$ cat src/rtl/mem_stage_pkg.sv
`default_nettype none
// ---------------------------------------------------------------------------
// mem_stage_pkg : shared constants for the MEM-stage access unit
// Rev 1.0 : initial release
// ---------------------------------------------------------------------------
package mem_stage_pkg;

  localparam int ADDR_WIDTH_DEF = 16;
  localparam int DATA_WIDTH_DEF = 8;

  localparam logic [1:0] IDLE    = 2'd0;
  localparam logic [1:0] ACC_BOT = 2'd1;
  localparam logic [1:0] ACC_TOP = 2'd2;
  localparam logic [1:0] DONE    = 2'd3;

endpackage
`default_nettype wire

$ cat src/rtl/mem_stage_access_unit.sv
`default_nettype none
// ---------------------------------------------------------------------------
// mem_stage_access_unit : byte-serial load/store of a top/bot pair over an
//                         8-bit ready-handshaked data-memory port
// Rev 1.0 : initial release
// ---------------------------------------------------------------------------
module mem_stage_access_unit
  import mem_stage_pkg::*;
#(
  parameter int ADDR_WIDTH = ADDR_WIDTH_DEF,
  parameter int DATA_WIDTH = DATA_WIDTH_DEF
) (
  input  logic                  clock,
  input  logic                  reset,
  input  logic                  req_valid,
  input  logic                  req_write,
  input  logic                  req_wide,
  input  logic [ADDR_WIDTH-1:0] req_addr,
  input  logic [DATA_WIDTH-1:0] ex_mem_top,
  input  logic [DATA_WIDTH-1:0] ex_mem_bot,
  output logic [ADDR_WIDTH-1:0] mem_addr,
  output logic [DATA_WIDTH-1:0] mem_wdata,
  output logic                  mem_we,
  output logic                  mem_re,
  input  logic [DATA_WIDTH-1:0] mem_rdata,
  input  logic                  mem_ready,
  output logic                  stall,
  output logic [DATA_WIDTH-1:0] rd_top,
  output logic [DATA_WIDTH-1:0] rd_bot,
  output logic                  rd_valid
);

  logic [1:0]            state_q,  state_d;
  logic                  write_q,  write_d;
  logic                  wide_q,   wide_d;
  logic [ADDR_WIDTH-1:0] addr_q,   addr_d;
  logic [DATA_WIDTH-1:0] top_q,    top_d;
  logic [DATA_WIDTH-1:0] bot_q,    bot_d;
  logic [DATA_WIDTH-1:0] rd_top_q, rd_top_d;
  logic [DATA_WIDTH-1:0] rd_bot_q, rd_bot_d;
  logic [ADDR_WIDTH-1:0] addr_inc;

  // Natural-width add wraps the top byte address past the end of memory.
  assign addr_inc = addr_q + {{(ADDR_WIDTH-1){1'b0}}, 1'b1};

  always_comb begin
    state_d   = state_q;
    write_d   = write_q;
    wide_d    = wide_q;
    addr_d    = addr_q;
    top_d     = top_q;
    bot_d     = bot_q;
    rd_top_d  = rd_top_q;
    rd_bot_d  = rd_bot_q;
    mem_addr  = '0;
    mem_wdata = '0;
    mem_we    = 1'b0;
    mem_re    = 1'b0;
    stall     = 1'b0;
    rd_valid  = 1'b0;

    case (state_q)
      IDLE: begin
        stall = req_valid;
        if (req_valid) begin
          write_d = req_write;
          wide_d  = req_wide;
          addr_d  = req_addr;
          top_d   = ex_mem_top;
          bot_d   = ex_mem_bot;
          state_d = ACC_BOT;
        end
      end
      ACC_BOT: begin
        stall     = 1'b1;
        mem_addr  = addr_q;
        mem_we    = write_q;
        mem_re    = !write_q;
        mem_wdata = write_q ? bot_q : '0;
        if (mem_ready) begin
          if (!write_q) begin
            rd_bot_d = mem_rdata;
            if (!wide_q) rd_top_d = '0;
          end
          state_d = wide_q ? ACC_TOP : DONE;
        end
      end
      ACC_TOP: begin
        stall     = 1'b1;
        mem_addr  = addr_inc;
        mem_we    = write_q;
        mem_re    = !write_q;
        mem_wdata = write_q ? top_q : '0;
        if (mem_ready) begin
          if (!write_q) rd_top_d = mem_rdata;
          state_d = DONE;
        end
      end
      DONE: begin
        // EX/MEM still holds the finished instruction here, so req_valid is ignored.
        rd_valid = !write_q;
        state_d  = IDLE;
      end
      default: state_d = IDLE;
    endcase
  end

  always_ff @(posedge clock) begin
    if (reset) begin
      state_q  <= IDLE;
      write_q  <= 1'b0;
      wide_q   <= 1'b0;
      addr_q   <= '0;
      top_q    <= '0;
      bot_q    <= '0;
      rd_top_q <= '0;
      rd_bot_q <= '0;
    end else begin
      state_q  <= state_d;
      write_q  <= write_d;
      wide_q   <= wide_d;
      addr_q   <= addr_d;
      top_q    <= top_d;
      bot_q    <= bot_d;
      rd_top_q <= rd_top_d;
      rd_bot_q <= rd_bot_d;
    end
  end

  assign rd_top = rd_top_q;
  assign rd_bot = rd_bot_q;

endmodule
`default_nettype wire

$ cat config.mk
export PLATFORM = sky130hd
export DESIGN_NAME = mem_stage_access_unit
export DESIGN_NICKNAME = d
export VERILOG_FILES = /design/src/rtl/mem_stage_pkg.sv /design/src/rtl/mem_stage_access_unit.sv
export SDC_FILE = /design/constraint.sdc
export NUM_CORES = 1
export LEC_CHECK = 0
export ABC_CLOCK_PERIOD_IN_PS = 1700
export CAP_MARGIN = 20
export CORE_MARGIN = 2
export CORE_UTILIZATION = 40
export CTS_BUF_LIST = sky130_fd_sc_hd__clkbuf_16
export DETAILED_ROUTE_END_ITERATION = 12
export PLACE_DENSITY_LB_ADDON = 0.2
export SKIP_LAST_GASP = 1
export SYNTH_ARGS = -nofsm -noshare
export SYNTH_HDL_FRONTEND = slang
export SYNTH_SLANG_ARGS = --single-unit
export TNS_END_PERCENT = 100
$ cat constraint.sdc
create_clock -name clock -period 1.7 [get_ports clock]
set_input_delay 0.34 -clock clock [delete_from_list [all_inputs] [get_ports clock]]
set_output_delay 0.34 -clock clock [all_outputs]
set_load 0.02 [all_outputs]
### Word-level counts from Yosys, hierarchy flattened

Cells that the tools add are included.

| word-level totals | value |
|---|---|
| word-level logic and storage cells | 46 |
| bits of input ports | 46 |
| flip-flop bits (word level) | 52 |

| cells by class | value |
|---|---|
| bitwise operators | 1 |
| eq/ne operators | 9 |
| muxes and demuxes | 19 |
| reductions and logical operators | 8 |
| add/subtract/negate cells | 1 |

Operators by type and width:

| kind | count |
|---|---|
| 8-bit 2-to-1 mux | 7 |
| 16-bit case mux with 2 select lines | 1 |
| 8-bit case mux with 2 select lines | 2 |
| 16-bit by 1-bit adder with 16-bit output, second input constant | 1 |
| 2-bit != test, second input constant | 6 |
| 2-bit case mux with 4 select lines | 1 |
| 2-bit 2-to-1 mux | 3 |
| 3-bit AND reduction | 2 |
| 6-bit AND reduction | 1 |
| 2-bit == test, second input constant | 2 |
| 1-bit 2-to-1 mux | 4 |
| 2-bit by 1-bit == test with 1-bit output, second input constant | 1 |
| 2-bit logical NOT | 1 |
| 1-bit case mux with 2 select lines | 1 |
| 2-bit AND reduction | 1 |
| 2-bit nonzero test | 1 |
| 2-bit OR reduction | 1 |
| 1-bit logical NOT | 1 |
| 1-bit inverter | 1 |

### Longest topological paths before layout

| logic depth | value |
|---|---|
| depth after elaboration | 4 |
| mapped depth | 7 |
| depth with buffers taken out | 6 |

### Worst setup path before layout

No wires, ideal clock.

| path | value |
|---|---|
| kind | register -> output |
| start point | register state_q[0] |
| end point | output mem_addr[5] |
| arrival time | 1.671 ns |
| required time | 1.360 ns |
| setup slack | -0.311 ns |
| cell stages (with the launch flop) | 8 |
| path through | dfxtp_1 -> inv_1 -> ha_1 -> buf_2 -> inv_1 -> nor3_1 -> nor2_1 -> a311oi_1 |

| between the ends | value |
|---|---|
| longest elaborated chain between the ends | 2 |
| elaborated cells between the ends (all ways) | 3 |
| classes of those cells | eq/ne: 2; mux: 1 |

RTL lines:

| item | RTL line | text |
|---|---|---|
| start, declared | mem_stage_access_unit.sv:33 | `logic [1:0] state_q, state_d;` |
| start signal, assigned | mem_stage_access_unit.sv:119 | `state_q <= state_d;` |
| 2-bit == test / 2-bit by 1-bit == test with 1-bit output (equally long branches) | mem_stage_access_unit.sv:62 | `case (state_q)` |
| 16-bit case mux with 2 select lines * | mem_stage_access_unit.sv:62 |  |
| end, declared | mem_stage_access_unit.sv:21 | `output logic [ADDR_WIDTH-1:0] mem_addr,` |

Mark *: on every way between the ends. The rest lies on a longest branch, timed or not.

### Worst setup path after layout

| path | value |
|---|---|
| start point | register state_q[0] |
| end point | output mem_addr[14] |

Same word-level chain as after synthesis.

==> flow_metrics.tcl <==
set metrics [dict create \
    status "complete, but fails checks" \
    failed_checks "setup timing" \
    max-cap-violations 0 \
    worst_slew_pin_slew_ns 0.3686 \
    drive_gt1_share_pct 41.72 \
    cts_tree "done" \
    wl_per_cell_um 18.42 \
    n_antenna_cell 0 \
    crit_path_max_incr_delay_ns 0.34 \
    crit_slowest_cell "dfxtp_2" \
    cts_htree_levels 2 \
    grt_use_total_pct 26.58 \
    slew_headroom_pct 75.43 \
    num_vias 3266 \
    synthTopCellsByArea "dfxtp_1 40%, nand2_1 13%, a21oi_1 8.6%" \
    drtAntennaViolNets 0 \
    worstPathRequired_ns 1.36 \
    clk_pin_slew_ns 0.06 \
    pre_cts_ws_ns -0.6453 \
    cts.sinks 52 \
    hp-class "input port to flop" \
    async_flop_share_pct 0 \
    critPathBufInv 3 \
    finalMaxSlewViolations 0 \
    syn_area_um2 2604 \
    syn_nets 403 \
    instances_no_fill 578 \
    io_pins 90 \
    nets 554 \
    drt-pass1-iter-count 5 \
    area_growth_pct 89.38 \
    critical-path-top-delay-family "buffers and inverters" \
    rows 29 \
    ys_types 39 \
    grt_max_degree 35 \
    clock_latency_ns 0.29 \
    clock_path_buffers 2 \
    leakage_nw 1.941 \
    synth_edf_count 0 \
    die_w_um 84.68 \
    crit_fanout 5 \
    path_cells "inv_4 -> ha_4 -> nand4_1 -> buf_6 -> nor4_4 -> o21ai_2 -> a31oi_2 -> buf_4" \
    design_area_um2 4931 \
    post-synth-top-count-cell "nand2_1" \
    grt_pass1_vias 3205 \
    dieHeight_um 84.68 \
    finalCritPeriodShare_pct 125.5 \
    hpwl_um 5957 \
    final.setup_skew_ns 0.004974 \
    dp.cells 549 \
    fmax_ghz 0.4686 \
    place.gp.congestion 0.9182 \
    hold_viol 0 \
    min_period_ns 2.134 \
    cp-start-kind "flop" \
    crit_arrival_ns 1.79 \
    rsz0062_at_grt "true" \
    post_dp_cell_area_um2 4098 \
    power.density_nw_per_um2 1345 \
    ys_seq_elements 52 \
    initial_utilization_pct 41.24 \
    antenna_found_initial 0 \
    wirelength_um 10650 \
    crit_type "flop to output pin" \
    setup_slack_ns -0.4339 \
    ir_drop_mv 0.8827 \
    via_per_inst 5.651 \
    core_um2 6314 \
    p_total_mw 6.631 \
    cts_made_buffers 5 \
    synth_warnings 0 \
    synth-seq-area-share_pct 39.98 \
    netlist.area_leader.share_pct 39.98 \
    drc_errors 0 \
    synth-main-ff-cell "dfxtp_1" \
    nFillCells 428 \
    grt_first_pass_wirelength_um 15390 \
    drtIter0Drc 184 \
    die_area_um2 7171 \
    portBuffers 89 \
    clock-root-buffer "clkbuf_16" \
    synthCells 350 \
    synth_largest_area_cell "dfxtp_1" \
    overflow 0 \
    setup_viol 38 \
    syn_area_per_cell_um2 7.439 \
    synth_common_cells "90 x nand2_1, 52 x dfxtp_1, 45 x a21oi_1" \
    cp-end-kind "output pin" \
]
## kinds of logic (layout without fill, tap and decap cells)
| logic type | count (synthesis) | in the layout | synth area share (%) |
|---|---|---|---|
| adder cells (fa/ha/maj) | 7 | 7 | 3.364 |
| buffers and inverters | 31 | 182 | 4.901 |
| AND/OR/NAND/NOR | 166 | 166 | 29.46 |
| multiplexers | 2 | 2 | 0.8169 |
| flip-flops | 52 | 52 | 39.98 |
| AO/OA/AOI/OAI | 92 | 92 | 21.48 |
## through the flow
stage / hold WS, ns / setup TNS (ns) / util [%]
floorplan: 0.4360 / -0.05480 / -
global placement: 0.4427 / -14.63 / 64.90
detailed placement: 0.4459 / -16.42 / 64.90
CTS: 0.4062 / -8.328 / 74.77
global route: 0.4438 / -11.32 / 78.10
finish: 0.4313 / -9.737 / 78.10
## layer usage
layer  GRT usage [%]  vias up  part of all wire [%]
li1                -     1517                     -
met1           29.97     1567                    37
met2           48.10      141                    53
met3           6.686       41                   6.4
met4           9.812        0                   3.7
met5               0        -                     0
## what timing repair did
item / CTS / global route
endpoints found under the setup margin: 38 / 46
resized for setup: 237 / 45
cloned: 4 / 0
buffers inserted: 13 / 10
hold buffers: 0 / 0
pin swaps: 32 / 16
## cells in the final DEF (no fill, tap or decap), types with 10 or more instances in the layout
cell type,count
nand2_1,86
dfxtp_1,42
buf_6,33
nor2_1,12
nand3_1,12
clkdlybuf4s50_1,60
a22oi_2,13
buf_4,65
nor2_4,10
a21oi_1,43
## cell type report
cell class / count / area, um2 / area share, %
flip-flops and latches: 52 / 1071 / 21.72
clock buffers: 5 / 125.1 / 2.537
well taps: 77 / 96.34 / 1.954
multi-input cells: 267 / 1962 / 39.79
clock inverters: 2 / 7.507 / 0.1522
inverters: 8 / 43.79 / 0.8881
repair buffers: 167 / 1625 / 32.96
## path summary, 6_finish.rpt
path	to	slack (ns)	depth (start not counted)	from
max	mem_addr[14]	-0.43	8	state_q[0]
min	bot_q[3]	0.43	2	reset
max reg2reg	rd_top[3]	-0.17	11	state_q[1]
min reg2reg	bot_q[5]	0.46	2	bot_q[5]
## power breakdown
group	internal [mW]	switching (mW)	leakage, nW	total [mW]
registers	1.46	0.228	0.431	1.69
logic	1.87	2.14	1.45	4.01
clock network	0.527	0.408	0.0648	0.935
total	3.86	2.77	1.94	6.63
## state kept, by name, summed over array words and instances, names as in the netlist
register  count
bot_q         8
rd_bot        8
write_q       1
addr_q       16
rd_top        8
state_q       2
wide_q        1
top_q         8
## worst register-to-register path: cells and delay by family, from the launching register on
kind	cells	cell delay, ns
buffers and inverters	6	0.74
AND/OR/NAND/NOR	2	0.22
adder cells (fa/ha/maj)	1	0.19
flip-flops	1	0.39
AO/OA/AOI/OAI	2	0.22
(Power assumes the default switching activity.)
